**config.mk**
```make
export PLATFORM = sky130hd
export DESIGN_NAME = matmul_sequencer
export DESIGN_NICKNAME = d
export VERILOG_FILES = /design/src/rtl/matmul_pkg.sv /design/src/rtl/matmul_load_port.sv /design/src/rtl/matmul_sequencer.sv
export SDC_FILE = /design/constraint.sdc
export NUM_CORES = 2
export LEC_CHECK = 0
export BUFFER_PORTS_ARGS = -buffer_cell sky130_fd_sc_hd__buf_2
export CORE_MARGIN = 3
export CORE_UTILIZATION = 40
export CTS_BUF_LIST = sky130_fd_sc_hd__clkbuf_8
export DETAILED_ROUTE_END_ITERATION = 7
export GPL_TIMING_DRIVEN = 1
export SLEW_MARGIN = 20
export SYNTH_ARGS = -nofsm -noshare
export SYNTH_HDL_FRONTEND = slang
export SYNTH_SLANG_ARGS = --single-unit
```
**constraint.sdc**
```tcl
create_clock -name clk -period 8.86 [get_ports clk]
set_clock_uncertainty 0.15 [all_clocks]
set_input_delay 0.443 -clock clk [delete_from_list [all_inputs] [get_ports clk]]
set_output_delay 0.443 -clock clk [all_outputs]
set_load 0.01 [all_outputs]
```
**src/rtl/matmul_pkg.sv**
```systemverilog
// Shared types and defaults for the matrix-multiply sequencer and its load ports.
package matmul_pkg;

    typedef enum logic [2:0] {
        S_IDLE,
        S_LOAD,
        S_COMPUTE,
        S_DRAIN,
        S_DONE
    } state_t;

    localparam int DEF_N = 8;
    localparam int DEF_W = 32;

    function automatic int idx_w(input int n);
        return (n > 1) ? $clog2(n) : 1;
    endfunction

endpackage

```
**src/rtl/matmul_load_port.sv**
```systemverilog
// Per-reader acknowledge generator, element counter and matrix write enable.
module matmul_load_port
    import matmul_pkg::*;
#(
    parameter int NN = DEF_N * DEF_N
) (
    input  logic clk,
    input  logic rst_n,
    input  logic clr,
    input  logic en,
    input  logic stb,
    output logic ack,
    output logic we,
    output logic full
);

    localparam int CW = $clog2(NN + 1);

    logic [CW-1:0] cnt_q;
    logic          ack_q;

    // Ack is a single-cycle pulse; the reader holds its element until it sees it.
    always_ff @(posedge clk or negedge rst_n) begin
        if (!rst_n) begin
            ack_q <= 1'b0;
            cnt_q <= '0;
        end else begin
            ack_q <= en & stb & ~ack_q & ~full;
            if (clr)
                cnt_q <= '0;
            else if (ack_q)
                cnt_q <= cnt_q + 1'b1;
        end
    end

    assign full = (cnt_q == CW'(NN));
    assign ack  = ack_q;
    assign we   = ack_q;

endmodule

```
**src/rtl/matmul_sequencer.sv**
```systemverilog
// Matrix-multiply controller: loads A/B, streams operand pairs to a MAC, forwards results.
// Optional MATMUL_SEQ_PERF_EN adds a saturating busy-cycle counter on cycle_count.
module matmul_sequencer
    import matmul_pkg::*;
#(
    parameter  int N  = DEF_N,
    parameter  int W  = DEF_W,
    localparam int IW = idx_w(N)
) (
    input  logic          clk,
    input  logic          rst_n,
    input  logic          start,
    output logic          rd_start,
    input  logic [IW-1:0] a_i,
    input  logic [IW-1:0] a_j,
    input  logic [W-1:0]  a_value,
    input  logic          a_stb,
    output logic          a_ack,
    input  logic [IW-1:0] b_i,
    input  logic [IW-1:0] b_j,
    input  logic [W-1:0]  b_value,
    input  logic          b_stb,
    output logic          b_ack,
    output logic [W-1:0]  op_a,
    output logic [W-1:0]  op_b,
    output logic          op_first,
    output logic          op_last,
    output logic          op_stb,
    input  logic          op_ack,
    input  logic [W-1:0]  res_value,
    input  logic          res_stb,
    output logic          res_ack,
    output logic [IW-1:0] out_i,
    output logic [IW-1:0] out_j,
    output logic [W-1:0]  out_value,
    output logic          out_stb,
    input  logic          out_ack,
    output logic          busy,
    output logic          done
`ifdef MATMUL_SEQ_PERF_EN
    ,
    output logic [31:0]   cycle_count
`endif
);

    localparam logic [IW-1:0] IMAX = IW'(N - 1);

    logic [W-1:0] mat_a [N][N];
    logic [W-1:0] mat_b [N][N];

    state_t        state_q;
    logic [IW-1:0] i_q, j_q, k_q, ri_q, rj_q, out_i_q, out_j_q;
    logic [W-1:0]  out_value_q;
    logic          rd_start_q, op_stb_q, res_ack_q, out_stb_q, busy_q, done_q;

    logic a_we, b_we, a_full, b_full, load_en, cnt_clr;
    logic op_xfer, out_xfer, last_op, res_ack_d;

    assign load_en = (state_q == S_LOAD);
    assign cnt_clr = (state_q == S_IDLE) & start;

    matmul_load_port #(.NN(N * N)) u_port_a (
        .clk(clk), .rst_n(rst_n), .clr(cnt_clr), .en(load_en),
        .stb(a_stb), .ack(a_ack), .we(a_we), .full(a_full)
    );

    matmul_load_port #(.NN(N * N)) u_port_b (
        .clk(clk), .rst_n(rst_n), .clr(cnt_clr), .en(load_en),
        .stb(b_stb), .ack(b_ack), .we(b_we), .full(b_full)
    );

    // Matrix storage is not reset: every run reloads all N*N elements first.
    always_ff @(posedge clk) begin
        if (a_we) mat_a[a_i][a_j] <= a_value;
        if (b_we) mat_b[b_i][b_j] <= b_value;
    end

    assign op_xfer  = op_stb_q & op_ack;
    assign out_xfer = out_stb_q & out_ack;
    assign last_op  = (i_q == IMAX) && (j_q == IMAX) && (k_q == IMAX);

    // A new result may be taken on the same edge that retires the held one.
    assign res_ack_d = ((state_q == S_COMPUTE) || (state_q == S_DRAIN)) &
                       res_stb & ~res_ack_q & (~out_stb_q | out_ack);

    always_ff @(posedge clk or negedge rst_n) begin
        if (!rst_n) begin
            state_q     <= S_IDLE;
            i_q         <= '0;
            j_q         <= '0;
            k_q         <= '0;
            ri_q        <= '0;
            rj_q        <= '0;
            out_i_q     <= '0;
            out_j_q     <= '0;
            out_value_q <= '0;
            rd_start_q  <= 1'b0;
            op_stb_q    <= 1'b0;
            res_ack_q   <= 1'b0;
            out_stb_q   <= 1'b0;
            busy_q      <= 1'b0;
            done_q      <= 1'b0;
        end else begin
            rd_start_q <= 1'b0;
            done_q     <= 1'b0;
            res_ack_q  <= res_ack_d;

            if (res_ack_q) begin
                out_stb_q   <= 1'b1;
                out_value_q <= res_value;
                out_i_q     <= ri_q;
                out_j_q     <= rj_q;
            end else if (out_xfer) begin
                out_stb_q <= 1'b0;
            end

            if (out_xfer) begin
                if (rj_q == IMAX) begin
                    rj_q <= '0;
                    ri_q <= (ri_q == IMAX) ? '0 : ri_q + 1'b1;
                end else begin
                    rj_q <= rj_q + 1'b1;
                end
            end

            case (state_q)
                S_IDLE: begin
                    if (start) begin
                        state_q    <= S_LOAD;
                        rd_start_q <= 1'b1;
                        busy_q     <= 1'b1;
                        ri_q       <= '0;
                        rj_q       <= '0;
                    end
                end
                S_LOAD: begin
                    if (a_full && b_full) begin
                        state_q  <= S_COMPUTE;
                        op_stb_q <= 1'b1;
                        i_q      <= '0;
                        j_q      <= '0;
                        k_q      <= '0;
                    end
                end
                S_COMPUTE: begin
                    if (op_xfer) begin
                        if (last_op) begin
                            op_stb_q <= 1'b0;
                            state_q  <= S_DRAIN;
                        end
                        if (k_q == IMAX) begin
                            k_q <= '0;
                            if (j_q == IMAX) begin
                                j_q <= '0;
                                i_q <= (i_q == IMAX) ? '0 : i_q + 1'b1;
                            end else begin
                                j_q <= j_q + 1'b1;
                            end
                        end else begin
                            k_q <= k_q + 1'b1;
                        end
                    end
                end
                S_DRAIN: begin
                    if (out_xfer && (ri_q == IMAX) && (rj_q == IMAX)) begin
                        state_q <= S_DONE;
                        done_q  <= 1'b1;
                    end
                end
                S_DONE: begin
                    state_q <= S_IDLE;
                    busy_q  <= 1'b0;
                end
                default: begin
                    state_q <= S_IDLE;
                    busy_q  <= 1'b0;
                end
            endcase
        end
    end

    assign rd_start  = rd_start_q;
    assign op_stb    = op_stb_q;
    assign op_a      = op_stb_q ? mat_a[i_q][k_q] : '0;
    assign op_b      = op_stb_q ? mat_b[k_q][j_q] : '0;
    assign op_first  = op_stb_q & (k_q == '0);
    assign op_last   = op_stb_q & (k_q == IMAX);
    assign res_ack   = res_ack_q;
    assign out_stb   = out_stb_q;
    assign out_i     = out_i_q;
    assign out_j     = out_j_q;
    assign out_value = out_value_q;
    assign busy      = busy_q;
    assign done      = done_q;

`ifdef MATMUL_SEQ_PERF_EN
    logic [31:0] cyc_q;

    always_ff @(posedge clk or negedge rst_n) begin
        if (!rst_n)
            cyc_q <= '0;
        else if (cnt_clr)
            cyc_q <= '0;
        else if (busy_q && (cyc_q != 32'hFFFF_FFFF))
            cyc_q <= cyc_q + 32'd1;
    end

    assign cycle_count = cyc_q;
`endif

endmodule

```
After elaboration in Yosys (flattened, before gate mapping)
Memories as Yosys holds them, arrays and structs flattened.
Index checks and enable logic that the tools add are counted.

storage, ports and cells
  memories = 2
  flip-flop bits (word level) = 78
  RAM bits = 4096
  logic and storage cells = 158
  input port bits = 116

operators by class
  equality and inequality tests = 17
  add/sub/neg operators = 7
  reductions and logical operators = 21
  magnitude comparators = 6
  bitwise logic cells = 26
  mux-type cells = 60

memory list
  name   depth  bits a word  read ports  clocked after Yosys merged registers in  wr ports  line                    RTL
  mat_a  8      256          1           0                                        1         matmul_sequencer.sv:48  logic [W-1:0] mat_a [N][N];
  mat_b  8      256          1           0                                        1         matmul_sequencer.sv:49  logic [W-1:0] mat_b [N][N];

operators by type and width
  kind                 count
  $mux 256             2
  $mux 32              8
  $bmux 32 s3          2
  $demux 32 s3         2
  $mux 3               24
  $mux 7               4
  $pmux 3 s2           3
  $ge 4x4->1 const B   4
  $not 3->4            4
  $add 3x1->3 const B  5
  $eq 3x3->1 const B   5
  $add 7x1->7 const B  2
  $and 1x1->1          14
  $eq 7x7->1 const B   2
  $mux 1               12
  $pmux 3 s4           1
  $ne 2x2->1 const B   5
  $reduce_and 5->1     2
  $lt 4x1->1 const B   2
  $reduce_and 4->1     2
  $reduce_bool 2->1    4
  $logic_and 1x1->1    7
  $not 1->1            7
  $eq 3x2->1 const B   2
  9 further kinds      12

Longest topological paths before layout
  word-level depth = 6
  depth in mapped cells = 12

Modules after synthesis
A second synthesis with hierarchy kept.

second synthesis, totals
  cells, all modules = 7111
  area, all modules = 160308.7 um2

by module, submodules not included
  module            instances  area an instance (um2)  cells an instance
  matmul_sequencer  1          159518.0                7033
  matmul_load_port  2          395.4                   39

Worst setup path after synthesis
OpenSTA, ideal clock, no wires.

  path kind = input to register
  start = input a_i[1]
  end = memory mat_a[2][0] in the netlist's numbering, enable pin
  library setup time = 0.421 ns
  stages on the path = 4
  setup slack = 5.639 ns
  buffers on the path = 2
  arrival time = 2.649 ns
  cells stage by stage = clkbuf_1 -> or3b_2 -> clkbuf_1 -> nor2_1

RTL lines
  what             line                    RTL
  start, declared  matmul_sequencer.sv:14  input logic [IW-1:0] a_i,
  end, declared    matmul_sequencer.sv:48

No word-level cell before the write port.

Worst setup path in the final report
  start = register k_q[0]
  end = output op_b[5]

between the ends
  cells in the longest elaborated chain, start to end = 5

RTL lines
  what                                        line                     RTL
  start, declared                             matmul_sequencer.sv:52   logic [IW-1:0] i_q, j_q, k_q, ri_q, rj_q, out_i_q, out_j_q;
  start signal, assigned                      matmul_sequencer.sv:160  k_q <= k_q + 1'b1;
  $mem_v2 8x256                               n/a
  $bmux 32 s3                                 matmul_sequencer.sv:185  assign op_b = op_stb_q ? mat_b[k_q][j_q] : '0;
  $mux 32 (not written as such) (2 in a row)  matmul_sequencer.sv:185
  $mux 32                                     matmul_sequencer.sv:185
  end, declared                               matmul_sequencer.sv:25   output logic [W-1:0] op_b,

Every way passes these cells. The select of a mux whose other input is x is not followed.

==> results.yml <==
place:
  portBuffers: 227
  place_inst: 12400
  place_ws_ns: 3.40
  gp_congestion: 0.789
  hpwl_mm: 235
global_routing:
  antenna_found_initial: 42
  track_usage_pct: 21.9
  grt_max_degree: 121
  grt_pass1_vias: 82500
  grt_pass1_wl_mm: 636
  grt-ovfl-total: 0
floorplan:
  dieWidth_um: 640
  dieArea_um2: 409000
  die_h_um: 640
  rows: 232
  start_util_pct: 40.2
  pin_count: 228
  core_um2: 399000
logic_synthesis:
  ys_ff_latch: 4174
  post_synth_num_cell_types: 64
  postSynth.topFlopCell: "edfxtp_1"
  synth-warning-count: 0
  syn-cell-area_um2: 161000
  synth_area_leaders: "edfxtp_1 77%, mux4_2 15%, mux2i_1 1.4%"
  ys_async_sr_fraction_pct: 1.87
  synth_edf_count: 4096
  synth_nets: 7202
  ys_seq_area_share_pct: 77.8
  synthCells: 7071
  yosysTopAreaCell: "edfxtp_1"
  synth_top_cell_area_share_pct: 76.6
  synth_area_per_cell_um2: 22.7
power_and_ir_drop:
  ir_worst_vdd_v: 0.000227
  power.leakage_nw: 57.1
  p_total_mw: 43.8
  p_per_area_nw_per_um2: 240
critical_path:
  crit_path_start_kind: "flip-flop"
  end_kind: "primary output"
  crit_buf_inv: 3
  crit_type: "flip-flop to primary output"
  cp_cell_sequence: "buf_12, buf_12, mux4_2, mux4_2, a22oi_1, nand3_1, buf_2"
  crit_fanout: 120
  critical_path_required_ns: 8.27
  arrival_ns: 6.02
  cpPeakStageDelay_ns: 0.95
  critPathSlowestCell: "dfrtp_4"
  critPathTopFamily: "buffers and inverters"
clock_network:
  htree_levels: 6
  cts_tree: "done"
  cts_buffers: 667
  clkTransAtPathRegs_ns: 0.06
  cts_buffer_depth: 4
  cts.sinks: 4174
  cts_setup_buffers: 0
  root_buffer: "clkbuf_8"
  clk_latency_ns: 1.21
min_path:
  min_path_type: "input port to flip-flop"
sta:
  finalSetupViolCount: 0
  rsz0062_at_grt: "false"
  fin_crit_ns: 6.61
  fmax_ghz: 0.151
  holdWs_ns: 0.0667
  tightest_slew_ns: 1.19
  setup_tns_ns: 0
  relSlewSlack_pct: 20.7
  min_period_over_period_pct: 74.6
  finalHoldViolCount: 0
  finalMaxSlewViolations: 0
  worst_slack_ns: 2.25
routing:
  avgRoutedWirePerCell_um: 32.9
  wirelength_mm: 452
  first_iter_violations: 10200
  drcViolationCount: 0
  num_vias: 81100
  via_per_inst: 5.89
  firstDrtPassIters: 6
  drtAntennaViolNets: 0
flow_run:
  drv_cap: 0
cells_and_area:
  drive_gt1_share_pct: 30.1
  fillers: 33200
  nets: 8104
  stdcell_count: 13800
  area_growth_syn_to_layout_pct: 13.9
run_status:
  status: "complete, no violations"
-- cell usage after synthesis, types with 8 or more instances --
| master | count |
|---|---|
| ha_1 | 15 |
| o211ai_1 | 12 |
| nand4_1 | 11 |
| nor3_1 | 24 |
| buf_4 | 60 |
| edfxtp_1 | 4096 |
| inv_1 | 14 |
| a22oi_1 | 68 |
| nor2_1 | 226 |
| o221ai_1 | 14 |
| nand2b_1 | 12 |
| nand2_1 | 249 |
| a31oi_1 | 28 |
| buf_6 | 38 |
| nor2b_1 | 31 |
| a221oi_1 | 8 |
| a211oi_1 | 62 |
| and2_1 | 39 |
| clkbuf_1 | 113 |
| o22ai_1 | 25 |
| buf_1 | 36 |
| mux4_2 | 1081 |
| o21ai_0 | 46 |
| buf_2 | 131 |
| a311oi_1 | 10 |
| mux2_2 | 64 |
| nand3_1 | 57 |
| dfrtp_1 | 78 |
| o31ai_1 | 8 |
| mux2i_1 | 222 |
| a21oi_1 | 98 |
-- through the flow --
stage               util, %  cell area [um2]
floorplan                 -           161000
global placement       42.3           169000
global route           45.8           183000
CTS                    45.7           183000
finish                 45.8           183000
detailed placement     42.3           169000
-- kinds of logic after synthesis --
family / count (synthesis) / synth area share (%)
muxes: 1367 / 17.0
xor gates and xnor gates: 8 / 0.0436
buffers and inverters: 395 / 1.35
adders and majority gates: 15 / 0.117
and+or+nand+nor: 687 / 1.89
AOI/OAI and AO/OA: 425 / 1.79
DFF: 4174 / 77.8
-- repair_timing --
| item | in CTS | in global routing |
|---|---|---|
| gates resized for setup | 0 | 0 |
| hold endpoints to repair | 4318 | 0 |
| hold buffers | 157 | 0 |
-- sequential cells by signal, indices dropped and copies added (netlist names) --
name and count:
out_value 32, rd_start 1, op_stb 1, out_stb 1
mat_a 2048, k_q 3, out_i 3, state_q 3
done 1, out_j 3, u_port_b.cnt_q 7, rj_q 3
u_port_a.ack 1, j_q 3, ri_q 3, mat_b 2048
busy 1, u_port_b.ack 1, u_port_a.cnt_q 7, res_ack 1
i_q 3
-- report_power, final --
part           switching [mW]  total, mW  internal (mW)  leakage [nW]
Sequential              0.261       22.1           21.8          37.8
Combinational            4.06       6.75           2.68          12.5
Clock                    7.68       15.0           7.28          6.88
Total                    12.0       43.8           31.8          57.1
-- path summary, 6_finish.rpt --
path                                        start  slack, ns  depth (start not counted)                      end
hold reg to reg              out_j[0]$_DFFE_PN0P_       0.36                          1     out_j[0]$_DFFE_PN0P_
max in group asynchronous                   rst_n       7.61                          4       k_q[2]$_DFFE_PN0P_
setup / recovery               k_q[0]$_DFFE_PN0P_       2.25                          7                  op_b[5]
setup reg to reg           u_port_b.ack$_DFF_PN0_       4.20                          5  mat_b[5][100]$_DFFE_PP_
min in group asynchronous                   rst_n       0.15                          4     out_j[2]$_DFFE_PN0P_
hold / removal                        a_value[12]       0.07                          2   mat_a[3][44]$_DFFE_PP_
-- layout by cell type (no fill, tap or decap), types with 64 or more instances in the layout --
| cell | instances |
|---|---|
| a21oi_1 | 98 |
| a22oi_1 | 68 |
| buf_2 | 183 |
| buf_4 | 251 |
| clkbuf_8 | 678 |
| clkinv_1 | 161 |
| dfrtp_1 | 68 |
| dlygate4sd3_1 | 156 |
| edfxtp_1 | 4096 |
| inv_1 | 237 |
| mux2_2 | 64 |
| mux2i_1 | 222 |
| mux4_2 | 1081 |
| nand2_1 | 249 |
| nor2_1 | 90 |
| nor2_4 | 131 |
-- layout make-up --
cell class / count / area, um2 / area share (%)
diodes: 17 / 42.5 / 0.0233
well taps: 5265 / 6590 / 3.60
inverters: 16 / 80.1 / 0.0438
flip-flops and latches: 4174 / 125000 / 68.4
multi-input cells: 2502 / 34500 / 18.9
clock inverters: 495 / 2530 / 1.39
clock buffers: 678 / 9330 / 5.10
repair buffers: 612 / 4800 / 2.62
-- per-layer routing --
layer	part of all wire [%]	vias up	global-route usage, %
met3	8.7	827	3.97
met2	49	4242	35.9
met4	3.4	8	7.24
li1	-	31900	-
met1	39	44100	29.7
met5	0.011	-	0
Note: power is estimated with default switching activity, not from simulation.
